**src/rtl/param_frame_rx.sv**
```systemverilog
// Serial parameter-frame receiver: 8N1 UART deserialiser, SOF/addr/data/checksum frame assembler
// and an Avalon-MM slave that holds the last valid frame plus status and error count for the CPU.
module param_frame_rx #(
  parameter int unsigned CLKS_PER_BIT = 434,
  parameter logic [7:0]  SOF_BYTE     = 8'hA5,
  parameter int unsigned TIMEOUT_CLKS = 100000
) (
  input  logic        clk,
  input  logic        reset_n,
  input  logic        rxd,
  input  logic [1:0]  address,
  input  logic        chipselect,
  input  logic        write_n,
  input  logic [31:0] writedata,
  output logic [31:0] readdata,
  output logic        frame_rdy_n
);

  localparam int unsigned CNT_W = $clog2(CLKS_PER_BIT + 1);
  localparam int unsigned GAP_W = $clog2(TIMEOUT_CLKS + 1);
  localparam logic [CNT_W-1:0] HALF_LAST = CNT_W'(CLKS_PER_BIT / 2 - 1);
  localparam logic [CNT_W-1:0] BIT_LAST  = CNT_W'(CLKS_PER_BIT - 1);
  localparam logic [GAP_W-1:0] GAP_LIMIT = GAP_W'(TIMEOUT_CLKS);

  typedef enum logic [1:0] {B_IDLE, B_START, B_DATA, B_STOP} byteState_e;
  typedef enum logic [1:0] {F_SOF, F_ADDR, F_DATA, F_CSUM} frameState_e;

  logic rxdMeta_q, rxdSync_q, rxdPrev_q;

  byteState_e       byteState_q, byteState_d;
  logic [CNT_W-1:0] bitCnt_q, bitCnt_d;
  logic [2:0]       bitIdx_q, bitIdx_d;
  logic [7:0]       shift_q, shift_d;
  logic             byteValid_q, byteValid_d;
  logic             framingErr_q, framingErr_d;

  frameState_e      frameState_q, frameState_d;
  logic [1:0]       dataIdx_q, dataIdx_d;
  logic [7:0]       sum_q, sum_d;
  logic [7:0]       addrAsm_q, addrAsm_d;
  logic [31:0]      dataAsm_q, dataAsm_d;
  logic [GAP_W-1:0] gapCnt_q, gapCnt_d;
  logic             timeout;
  logic [7:0]       csumTotal;

  logic setValid, setOverrun, setCsum, setFrm, setTo, errInc;

  logic [4:0]  status_q, status_d;
  logic [15:0] errCnt_q, errCnt_d;
  logic [31:0] dataReg_q, dataReg_d;
  logic [7:0]  addrReg_q, addrReg_d;
  logic [31:0] readdata_q, readdata_d;
  logic        frameRdyN_q;
  logic        wrEn;

  // Two-flop synchroniser plus one history flop for start-edge detection.
  always_ff @(posedge clk or negedge reset_n) begin
    if (!reset_n) begin
      rxdMeta_q <= 1'b1;
      rxdSync_q <= 1'b1;
      rxdPrev_q <= 1'b1;
    end else begin
      rxdMeta_q <= rxd;
      rxdSync_q <= rxdMeta_q;
      rxdPrev_q <= rxdSync_q;
    end
  end

  always_ff @(posedge clk or negedge reset_n) begin
    if (!reset_n) begin
      byteState_q  <= B_IDLE;
      bitCnt_q     <= '0;
      bitIdx_q     <= '0;
      shift_q      <= '0;
      byteValid_q  <= 1'b0;
      framingErr_q <= 1'b0;
    end else begin
      byteState_q  <= byteState_d;
      bitCnt_q     <= bitCnt_d;
      bitIdx_q     <= bitIdx_d;
      shift_q      <= shift_d;
      byteValid_q  <= byteValid_d;
      framingErr_q <= framingErr_d;
    end
  end

  // Start bit is re-checked at its centre; later samples are a full bit apart from there.
  always_comb begin
    byteState_d  = byteState_q;
    bitCnt_d     = bitCnt_q + 1'b1;
    bitIdx_d     = bitIdx_q;
    shift_d      = shift_q;
    byteValid_d  = 1'b0;
    framingErr_d = 1'b0;
    case (byteState_q)
      B_IDLE: begin
        bitCnt_d = '0;
        if (rxdPrev_q && !rxdSync_q) byteState_d = B_START;
      end
      B_START: begin
        if (bitCnt_q == HALF_LAST) begin
          bitCnt_d    = '0;
          bitIdx_d    = '0;
          byteState_d = rxdSync_q ? B_IDLE : B_DATA;
        end
      end
      B_DATA: begin
        if (bitCnt_q == BIT_LAST) begin
          bitCnt_d = '0;
          shift_d  = {rxdSync_q, shift_q[7:1]};
          bitIdx_d = bitIdx_q + 1'b1;
          if (bitIdx_q == 3'd7) byteState_d = B_STOP;
        end
      end
      B_STOP: begin
        if (bitCnt_q == BIT_LAST) begin
          byteState_d  = B_IDLE;
          byteValid_d  = rxdSync_q;
          framingErr_d = ~rxdSync_q;
        end
      end
      default: byteState_d = B_IDLE;
    endcase
  end

  always_ff @(posedge clk or negedge reset_n) begin
    if (!reset_n) begin
      frameState_q <= F_SOF;
      dataIdx_q    <= '0;
      sum_q        <= '0;
      addrAsm_q    <= '0;
      dataAsm_q    <= '0;
      gapCnt_q     <= '0;
    end else begin
      frameState_q <= frameState_d;
      dataIdx_q    <= dataIdx_d;
      sum_q        <= sum_d;
      addrAsm_q    <= addrAsm_d;
      dataAsm_q    <= dataAsm_d;
      gapCnt_q     <= gapCnt_d;
    end
  end

  // The gap counter only runs while the line is idle between bytes of a frame in progress.
  always_comb begin
    gapCnt_d = gapCnt_q;
    if (frameState_q == F_SOF || byteState_q != B_IDLE) gapCnt_d = '0;
    else if (gapCnt_q != GAP_LIMIT) gapCnt_d = gapCnt_q + 1'b1;
  end

  assign timeout = (frameState_q != F_SOF) && (byteState_q == B_IDLE) && (gapCnt_q == GAP_LIMIT);

  always_comb begin
    frameState_d = frameState_q;
    dataIdx_d    = dataIdx_q;
    sum_d        = sum_q;
    addrAsm_d    = addrAsm_q;
    dataAsm_d    = dataAsm_q;
    csumTotal    = sum_q + shift_q;
    setValid     = 1'b0;
    setOverrun   = 1'b0;
    setCsum      = 1'b0;
    setFrm       = 1'b0;
    setTo        = 1'b0;
    errInc       = 1'b0;
    if (timeout) begin
      frameState_d = F_SOF;
      setTo        = 1'b1;
      errInc       = 1'b1;
    end else if (framingErr_q && frameState_q != F_SOF) begin
      frameState_d = F_SOF;
      setFrm       = 1'b1;
      errInc       = 1'b1;
    end else if (byteValid_q) begin
      case (frameState_q)
        F_SOF: begin
          if (shift_q == SOF_BYTE) frameState_d = F_ADDR;
        end
        F_ADDR: begin
          addrAsm_d    = shift_q;
          sum_d        = shift_q;
          dataIdx_d    = '0;
          frameState_d = F_DATA;
        end
        F_DATA: begin
          dataAsm_d[dataIdx_q*8 +: 8] = shift_q;
          sum_d     = sum_q + shift_q;
          dataIdx_d = dataIdx_q + 1'b1;
          if (dataIdx_q == 2'd3) frameState_d = F_CSUM;
        end
        F_CSUM: begin
          frameState_d = F_SOF;
          if (csumTotal != 8'h00) begin
            setCsum = 1'b1;
            errInc  = 1'b1;
          end else if (status_q[0]) begin
            setOverrun = 1'b1;
          end else begin
            setValid = 1'b1;
          end
        end
        default: frameState_d = F_SOF;
      endcase
    end
  end

  // Register file: W1C status where a new set beats a simultaneous clear, saturating error count.
  always_comb begin
    wrEn     = chipselect && !write_n;
    status_d = status_q;
    if (wrEn && address == 2'd2) status_d = status_q & ~writedata[4:0];
    status_d = status_d | {setTo, setFrm, setCsum, setOverrun, setValid};

    errCnt_d = errCnt_q;
    if (wrEn && address == 2'd3) errCnt_d = errInc ? 16'd1 : 16'd0;
    else if (errInc && errCnt_q != 16'hFFFF) errCnt_d = errCnt_q + 16'd1;

    dataReg_d = dataReg_q;
    addrReg_d = addrReg_q;
    if (setValid) begin
      dataReg_d = dataAsm_q;
      addrReg_d = addrAsm_q;
    end

    case (address)
      2'd0:    readdata_d = dataReg_q;
      2'd1:    readdata_d = {24'd0, addrReg_q};
      2'd2:    readdata_d = {27'd0, status_q};
      default: readdata_d = {16'd0, errCnt_q};
    endcase
  end

  always_ff @(posedge clk or negedge reset_n) begin
    if (!reset_n) begin
      status_q    <= '0;
      errCnt_q    <= '0;
      dataReg_q   <= '0;
      addrReg_q   <= '0;
      readdata_q  <= '0;
      frameRdyN_q <= 1'b1;
    end else begin
      status_q    <= status_d;
      errCnt_q    <= errCnt_d;
      dataReg_q   <= dataReg_d;
      addrReg_q   <= addrReg_d;
      readdata_q  <= readdata_d;
      frameRdyN_q <= ~status_q[0];
    end
  end

  assign readdata    = readdata_q;
  assign frame_rdy_n = frameRdyN_q;

endmodule

```
**config.mk**
```make
export PLATFORM = sky130hd
export DESIGN_NAME = param_frame_rx
export DESIGN_NICKNAME = d
export VERILOG_FILES = /design/src/rtl/param_frame_rx.sv
export SDC_FILE = /design/constraint.sdc
export NUM_CORES = 1
export LEC_CHECK = 0
export CAP_MARGIN = 0
export CORE_ASPECT_RATIO = 0.75
export CORE_MARGIN = 5
export CORE_UTILIZATION = 40
export CTS_CLUSTER_DIAMETER = 50
export DETAILED_ROUTE_END_ITERATION = 8
export GPL_ROUTABILITY_DRIVEN = 0
export PLACE_DENSITY = 0.64
export SLEW_MARGIN = 25
export SYNTH_ARGS = -nofsm -noshare
export SYNTH_HDL_FRONTEND = slang
export SYNTH_SLANG_ARGS = --single-unit
```
**constraint.sdc**
```tcl
create_clock -name clk -period 9.4 [get_ports clk]
set_clock_uncertainty 0.1 [all_clocks]
set_input_delay 1.88 -clock clk [delete_from_list [all_inputs] [get_ports clk]]
set_output_delay 1.88 -clock clk [all_outputs]
set_load 0.1 [all_outputs]
```
==> results.yml, run 1 <==
power_and_ir_drop:
  vdd_drop_max_uv: 106
  leakagePower_nw: 4.51
  power_frac_comb: 0.054
  p_seq_frac: 0.499
  power.internal_mw: 1.32
  clkPwrFrac: 0.447
  fin_total_pwr_mw: 1.71
  power_density_nw_per_um2: 169
  p_sw_mw: 0.393
  switching_share: 0.229
routing:
  dr_wl_met3_um: 844
  first_pass_iters: 4
  ant_nets: 0
  totalWireLength_mm: 18.2
  wl_met2_mm: 7.99
  routed_via_density: 5.14
  wl_per_cell_um: 16.2
  drt-initial-drc-count: 435
  vias: 5763
  routed.top_layer: "met4"
  m1WireLength_mm: 9.23
  drc: 0
yosys:
  synth_compound_area_frac: 0.0892
  synthSimpleGateAreaFrac: 0.152
  synth.yosys.seq_area_share: 0.538
  synth.net_count: 845
  ys_types: 63
  synth_mux_area_frac: 0.125
  ys_warn_count: 0
  synth_top_family_by_area: "simple AND/OR/NAND/NOR gates"
  syn_area_um2: 8840
  synthArstFlopShare: 1.00
  synth_cells: 780
  synth_adder_area_share: 0.0377
  yosys.area_share.xor_xnor: 0.0238
  syn_avg_cell_area_um2: 11.3
  synth-edff-count: 0
  synthFlopType: "dfrtp_1"
  synth_seq_cells: 190
die:
  rows: 47
  fp.dieW_um: 182
  io_pins: 72
  coreArea_um2: 21900
  die_h_um: 139
  dieArea_um2: 25200
  initial_core_util: 0.403
setup_path:
  crit_slowest_cell: "and3_2"
  cp_slowest_stage_delay_ps: 650
  path_class: "reg2reg"
  path_cells: "ha_1 -> inv_1 -> fa_1 -> xnor2_1 -> or3b_1 -> or4_4 -> nor2_4 -> and3_2 -> buf_4 -> mux2_4"
  required_ps: 9610
  cp_max_fo: 23
  startpoint_type: "flip-flop"
  crit_arrival_ps: 4580
  critPathLaunch: "shift_q[0]"
  critPathCaptureType: "flip-flop"
  r2r_start: "shift_q[0]"
clock_tree:
  numCtsBuffers: 17
  clock-sinks: 190
  postCtsSetupBuffers: 0
  path_clk_slew_ps: 70
  clk_latency_ps: 430
  ctsHtreeMaxLevel: 4
  cts-root-buf: "clkbuf_16"
  cts_tree: "built"
  cts_max_path_buffers: 2
  cts_hold_buf: 0
  cts_resized: 0
sta:
  relSlewSlack: 0.338
  finalCriticalPeriod_ps: 4370
  worst_slack_ps: 5030
  tns_ps: 0
  drv_slew: 0
  rsz0062_at_grt: "false"
  period_share: 0.465
  tightest_slew_ps: 990
  setup_viol: 0
  clock.fmax_mhz: 229
  hold_viol_final: 0
layout:
  drive_above_1_share: 0.134
  n_antenna_cell: 0
  nets: 881
  area_growth_pct: 14.8
  final.fill_count: 1988
job:
  drv_cap: 0
place:
  port_buffers: 44
  pre_cts_ws_ps: 4780
  dpl.hpwl_mm: 11.9
worst_hold_path:
  hp-class: "reg2reg"
  min-delay-start: "rxdMeta_q"
global_route:
  grt_pass1_wl_mm: 30.5
  grt_util_all_layers: 0.149
  overflow: 0
  grt_pass1_vias: 5683
  grt_max_degree: 125
  antenna_found_initial: 0
status:
  outcome: "finished clean"
## cells by family (layout without fill, tap and decap cells)
kind of cell / Yosys count / count (layout)
xor+xnor: 24 / 24
simple gates: 278 / 278
compound gates: 123 / 123
fa+ha+maj: 26 / 26
flops: 190 / 190
buf+inv: 56 / 103
mux: 83 / 83
## state kept, by name, summed over array words and instances (netlist names), 9 cells and up, named ones only
| name | cells |
|---|---|
| gapCnt_q | 17 |
| bitCnt_q | 9 |
| dataReg_q | 32 |
| errCnt_q | 16 |
| dataAsm_q | 32 |
| readdata | 32 |
## final timing paths
path / end / slack (ps) / cells past startpoint
setup reg to reg: dataReg_q[6] / 5030 / 10
min in group asynchronous: readdata[1] / 1210 / 1
hold reg to reg: rxdSync_q / 260 / 0
setup / recovery: dataReg_q[6] / 5030 / 10
hold / removal: rxdSync_q / 260 / 0
max in group asynchronous: readdata[16] / 6900 / 2
## layout make-up
class                           instances  area, um2  share of cell area
Multi-Input combinational cell        534       3800               0.374
Inverter                               23       86.3             0.00851
Timing Repair Buffer                   50        514              0.0507
Sequential cell                       190       4760               0.469
Clock inverter                         12        184              0.0181
Clock buffer                           18        439              0.0433
Tap cell                              294        368              0.0362
## critical path: cells and delay by family, from the launching register on
family | cells | cell delay [ps]
flip-flops | 1 | 590
XOR/XNOR | 1 | 160
AND/OR/NAND/NOR | 4 | 1790
adder cells (fa/ha/maj) | 2 | 660
buffers and inverters | 2 | 570
multiplexers | 1 | 340
## power by group through the flow
stage	logic, mW	clock network (mW)	registers (mW)
6_report	0.0922	0.767	0.855
5_1_grt	0.106	0.820	0.857
4_1_cts	0.0930	0.787	0.855
3_5_place_dp	0.0931	0	0.870
3_3_place_gp	0.0918	0	0.869
2_1_floorplan	0.0416	0	0.881
## placed cells by master, fill, tap and decap left out, types with 3 or more instances in the layout
master	instances
mux2i_1	23
a22o_1	12
o211ai_1	7
nand3_1	24
and2_1	19
xor2_1	12
a211oi_1	5
ha_1	25
nor2_1	42
and3_1	6
o21a_1	5
a21o_1	3
o21ai_0	59
clkdlybuf4s50_1	43
clkinvlp_4	4
o2111ai_1	3
nor4b_1	3
inv_1	23
buf_4	4
nand4_1	8
a21oi_1	13
clkbuf_16	17
o32ai_1	4
mux4_2	5
bufinv_16	4
or3_1	7
mux2_2	16
mux2_4	39
dfstp_2	4
nor2b_1	3
xnor2_1	12
nand2b_1	14
or4_1	4
dfrtp_1	186
nand2_1	123
nor3_1	5
## synthesized netlist by cell type, drive strengths merged, types with 2 or more instances
| library cell | instances | share of area |
|---|---|---|
| a21oi | 13 | 0.0074 |
| mux2 | 55 | 0.087 |
| o21ai | 60 | 0.034 |
| nor4bb | 2 | 0.0023 |
| and4b | 2 | 0.0023 |
| nand4 | 8 | 0.0057 |
| nor4b | 3 | 0.0030 |
| nor2 | 43 | 0.019 |
| nand2b | 14 | 0.0099 |
| xnor2 | 12 | 0.012 |
| nand3 | 24 | 0.014 |
| xor2 | 12 | 0.012 |
| or2 | 2 | 0.0014 |
| nor3 | 5 | 0.0028 |
| and2 | 20 | 0.014 |
| mux2i | 23 | 0.026 |
| a211oi | 6 | 0.0057 |
| or3 | 7 | 0.0050 |
| mux4 | 5 | 0.013 |
| o31ai | 2 | 0.0023 |
| o21a | 5 | 0.0042 |
| o211ai | 7 | 0.0059 |
| inv | 23 | 0.0098 |
| nor3b | 3 | 0.0025 |
| dfstp | 4 | 0.012 |
| clkbuf | 18 | 0.0076 |
| and3 | 7 | 0.0050 |
| nor2b | 3 | 0.0021 |
| or4 | 5 | 0.0047 |
| nand2 | 123 | 0.052 |
| a22o | 12 | 0.012 |
| a32o | 2 | 0.0023 |
| a311oi | 2 | 0.0020 |
| a21o | 3 | 0.0025 |
| buf | 15 | 0.016 |
| o2111ai | 3 | 0.0030 |
| o32ai | 4 | 0.0040 |
| dfrtp | 186 | 0.53 |
| ha | 25 | 0.035 |
## stage by stage
step	area (um2)	util	hold WS, ps	cells
after floorplan	8840	-	245	780
after global placement	9480	0.432	247	1089
after detailed placement	9480	0.432	251	1089
after CTS	10100	0.460	261	1119
after global routing	10100	0.463	263	1121
final	10100	0.463	261	1121
## metal layers
layer / vias to the layer above / global-route usage
met5: - / 0
met4: 0 / 0.0371
met3: 8 / 0.0351
met2: 103 / 0.216
met1: 2866 / 0.227
li1: 2786 / -
Note: power is estimated with default switching activity, not from simulation.
==> inputs of run 2 (changes only) <==
clock period = 4.26 ns   (was 9.4 ns; I/O delays follow)
==> run 2 against run 1 <==
Compared with the run above:
- sequential power rose by 120%
- clock power rose by 110%
- count of clock-buffer cells in the layout fell by 1
- via count fell by 0.19%
- largest power group unchanged
- largest cell class unchanged
- critical path depth fell by 1
==> results.yml, run 2 (synthesis gave the netlist of run 1 again) <==
sta:
  drv_slew: 0
  finalCriticalPeriod_ps: 3640
  clock.fmax_mhz: 275
  setup_viol: 0
  rsz0062_at_grt: "false"
  period_share: 0.855
  hold_ws_ps: 256
  tightest_slew_ps: 1010
  hold_viol_final: 0
  tns_ps: 0
  relSlewSlack: 0.325
routing:
  wl_per_cell_um: 16.0
  ant_nets: 0
  routed_via_density: 5.08
  vias: 5752
  drt-initial-drc-count: 477
  totalWireLength_mm: 18.1
  drc: 0
  first_pass_iters: 4
global_route:
  grt_pass1_wl_mm: 30.4
  grt_pass1_vias: 5576
  antenna_found_initial: 0
  overflow: 0
  grt_util_all_layers: 0.148
  grt_max_degree: 111
worst_hold_path:
  min-delay-start: "rxdMeta_q"
  hp-class: "reg2reg"
  holdPathStages: 0
  holdPathEnd: "rxdSync_q"
setup_path:
  path_buf_inv: 2
  critPathLaunch: "shift_q[1]"
  crit_family: "simple AND/OR/NAND/NOR gates"
  path_cells: "inv_1 -> fa_1 -> xnor2_1 -> or3b_1 -> or4_4 -> nor2_4 -> and3_2 -> buf_12 -> mux2_2"
  reg2reg_slack_ps: 620
  required_ps: 4470
  crit_arrival_ps: 3850
  cp_max_fo: 41
  crit_slowest_cell: "or4_4"
  path_class: "reg2reg"
  cp_slowest_stage_delay_ps: 570
  r2r-end: "dataReg_q[15]"
  worstRegToRegCells: 9
  r2r_start: "shift_q[1]"
  startpoint_type: "flip-flop"
  cp.depth: 9
  critPathCaptureType: "flip-flop"
place:
  port_buffers: 44
  dpl.hpwl_mm: 12.2
  dp.cells: 1101
clock_tree:
  cts_resized: 0
  cts_tree: "built"
  cts-root-buf: "clkbuf_16"
  cts_max_path_buffers: 2
  cts_hold_buf: 0
  path_clk_slew_ps: 70
  clk_latency_ps: 430
  ctsHtreeMaxLevel: 4
  numCtsBuffers: 17
  clock-sinks: 190
  postCtsSetupBuffers: 0
die:
  rows: 47
  io_pins: 72
  coreArea_um2: 21900
  dieArea_um2: 25200
  initial_core_util: 0.403
  fp.dieW_um: 182
  die_h_um: 139
layout:
  final_common_cell: "dfrtp_1"
  n_antenna_cell: 0
  area_growth_pct: 15.0
  fin_util: 0.464
  mostFrequentLayoutCells: "dfrtp_1, nand2_1, o21ai_0"
  nets: 891
  drive_above_1_share: 0.145
  fin_cells: 1133
power_and_ir_drop:
  vdd_drop_max_uv: 281
  leakagePower_nw: 4.55
  power_density_nw_per_um2: 361
job:
  drv_cap: 0
status:
  outcome: "finished clean"
[run 2: changes by cell type in the layout (fill, tap and decap cells not counted), moves of 2 or more]
cell | before | now
buf_4 | 4 | 15
clkinv_2 | 1 | 4
bufinv_16 | 4 | 2
clkinv_4 | 0 | 2
clkinvlp_4 | 4 | 2
inv_6 | 2 | 4
[run 2: worst max-delay path by stage]
stage,endpoint,slack (ps)
CTS,dataReg_q[15],630
finish,dataReg_q[15],620
floorplan,addrReg_q[0],1040
global placement,dataReg_q[15],670
detailed placement,dataReg_q[15],650
global route,dataReg_q[15],510
[run 2: area by class of cell]
cell class	count	area (um2)
repair buffers	60	577
clock inverters	15	159
clock buffers	17	425
well taps	294	368
fillers	1973	11800
inverters	23	86.3
flip-flops and latches	190	4760
multi-input cells	534	3790
[run 2: per-layer routing]
layer	vias up	routed length, um	GRT usage
li1	2806	-	-
met1	2835	9450	0.233
met2	96	7860	0.209
met3	15	689	0.0328
met4	0	143	0.0340
met5	-	0	0
[run 2: metrics by stage]
step | setup slack [ps] | instance area, um2 | power (mW)
after detailed placement | 653 | 9580 | 2.13
after global placement | 671 | 9580 | 2.12
after CTS | 629 | 10200 | 3.72
after global routing | 508 | 10200 | 3.82
final | 619 | 10200 | 3.67
after floorplan | 1040 | 8840 | 2.04
[run 2: where the power goes]
part	switching [mW]	leakage, nW	internal [mW]
Combinational	0.133	1.64	0.0702
Clock	0.708	0.286	0.874
Sequential	0.0408	2.63	1.84
==> inputs of run 3 (changes only) <==
ABC_AREA = 1   (was not set)
CTS_CLUSTER_DIAMETER = 100   (was 50)
SETUP_SLACK_MARGIN = 0.3   (was not set)
==> run 3 against run 2 <==
Compared with the run above:
- area after synthesis up 2.5%
- count of clock-buffer cells in the layout unchanged
- combinational power about the same
- sequential share of layout area down 0.92 points
- final cell count up 25%
- sequential cell count unchanged
- maximum frequency up 12%
- first-iteration DRC count up 14%
- highest routed layer unchanged
==> results.yml, run 3 <==
yosys:
  ys_types: 42
  synth_cells: 1074
  synth_top_area_cell: "dfrtp_1"
  synth_seq_cells: 190
  syn_avg_cell_area_um2: 8.44
  syn_area_um2: 9060
  synthArstFlopShare: 1.00
  synth_top_cells_by_count: "nand2_1, dfrtp_1, inv_1, o21ai_1, nor2_1"
  synth-edff-count: 0
  ys_warn_count: 0
  synth_area_leaders: "dfrtp_1, nand2_1, inv_1, o21ai_1, ha_1"
  synth_top_area_frac: 0.514
  synth.yosys.seq_area_share: 0.525
  synthFlopType: "dfrtp_1"
  synth.net_count: 1139
  yosysMostFrequentCell: "nand2_1"
clock_tree:
  cts_hold_buf: 0
  cts-root-buf: "clkbuf_16"
  postCtsSetupBuffers: 0
  cts_tree: "built"
  path_clk_slew_ps: 80
  cts_resized: 0
  ctsHtreeMaxLevel: 4
  cts_max_path_buffers: 2
  clock-sinks: 190
  clk_latency_ps: 440
  numCtsBuffers: 17
job:
  drv_cap: 0
layout:
  mostFrequentLayoutCells: "nand2_1, dfrtp_1, inv_1"
  n_antenna_cell: 0
  drive_above_1_share: 0.0987
  multi_input_area_um2: 3450
  nets: 1177
  post-route-cell-area_um2: 10400
  area_growth_pct: 14.4
  final_common_cell: "nand2_1"
  regArea_um2: 4760
  final.fill_count: 2109
setup_path:
  critPathCaptureType: "flip-flop"
  cp_max_fo: 81
  reg2reg_slack_ps: 1010
  r2r-end: "dataReg_q[20]"
  r2r_start: "shift_q[1]"
  required_ps: 4480
  crit_arrival_ps: 3470
  startpoint_type: "flip-flop"
  path_class: "reg2reg"
  worstRegToRegCells: 14
sta:
  tns_ps: 0
  drv_slew: 0
  relSlewSlack: 0.333
  clock.fmax_mhz: 308
  rsz0062_at_grt: "false"
  hold_viol_final: 0
  finalCriticalPeriod_ps: 3250
  tightest_slew_ps: 993
  period_share: 0.762
  setup_viol: 0
global_route:
  grt_util_all_layers: 0.157
  antenna_found_initial: 0
  grt_pass1_wl_mm: 33.1
  overflow: 0
  grt_pass1_vias: 6520
  grt_max_degree: 110
power_and_ir_drop:
  power_density_nw_per_um2: 354
  leakagePower_nw: 5.22
  fin_total_pwr_mw: 3.67
  vdd_drop_max_uv: 220
routing:
  totalWireLength_mm: 19.2
  vias: 6805
  drc: 0
  wl_per_cell_um: 13.5
  ant_nets: 0
  first_pass_iters: 5
  routed_via_density: 4.80
  drt-initial-drc-count: 546
place:
  port_buffers: 44
  dpl.hpwl_mm: 13.3
  placed_cell_area_um2: 9760
die:
  fp.dieW_um: 184
  coreArea_um2: 22200
  rows: 47
  io_pins: 72
  dieArea_um2: 25800
  die_h_um: 140
  initial_core_util: 0.409
worst_hold_path:
  min-delay-start: "rxdMeta_q"
  holdPathStages: 0
  holdPathEnd: "rxdSync_q"
  hp-class: "reg2reg"
status:
  outcome: "finished clean"
[run 3: where the power goes]
part | switching [mW] | leakage [nW] | internal (mW) | total [mW]
registers | 0.0282 | 2.63 | 1.83 | 1.86
clock network | 0.807 | 0.293 | 0.802 | 1.61
logic | 0.147 | 2.30 | 0.0558 | 0.203
total | 0.983 | 5.22 | 2.69 | 3.67
[run 3: per-stage QoR]
stage | hold WS (ps) | std cells | worst slack, ps | util
6_report | 260 | 1419 | 1010 | 0.468
5_1_grt | 266 | 1419 | 706 | 0.468
4_1_cts | 267 | 1419 | 1040 | 0.468
3_5_place_dp | 252 | 1387 | 1050 | 0.440
3_3_place_gp | 248 | 1387 | 1070 | 0.440
2_1_floorplan | 245 | 1074 | 1950 | -
[run 3: logic make-up after synthesis]
logic type                 Yosys count  synth area share
AOI/OAI and AO/OA                  156            0.0922
xor gates and xnor gates            21            0.0203
adders and majority gates           26            0.0367
buffers and inverters              211            0.0936
DFF                                190             0.525
and+or+nand+nor                    470             0.232
[run 3: worst max-delay path by stage]
stage	from	end	slack, ps	cells after the start
2_1_floorplan	shift_q[0]	errCnt_q[12]	1950	18
3_3_place_gp	shift_q[1]	dataReg_q[13]	1070	16
3_5_place_dp	shift_q[1]	dataReg_q[13]	1050	16
4_1_cts	shift_q[1]	dataReg_q[13]	1040	16
5_1_grt	shift_q[0]	dataReg_q[17]	710	17
6_report	shift_q[1]	dataReg_q[20]	1010	14
[run 3: critical path, cell delays in order, from the launching register on]
cell	delay, ps
dfrtp_1	620
inv_1	220
fa_1	500
inv_1	70
nand2_1	40
nand2_1	100
nand3_1	120
nand3_1	90
nand2_1	70
nor2_1	130
nand2_1	120
inv_2	90
nand2_4	410
o21ai_1	360
inv_2	50
[run 3: cell type report]
class / instances / area share
Clock buffer: 17 / 0.0410
Clock inverter: 15 / 0.0181
Inverter: 181 / 0.0657
Multi-Input combinational cell: 673 / 0.333
Sequential cell: 190 / 0.459
Tap cell: 294 / 0.0355
Timing Repair Buffer: 49 / 0.0477
[run 3: routing by layer]
layer  track usage  routed length, um  share of wire
met1         0.236               9780           0.51
met5             0                  0              0
met3        0.0311                803          0.042
met4        0.0455                292          0.015
met2         0.230               8310           0.43
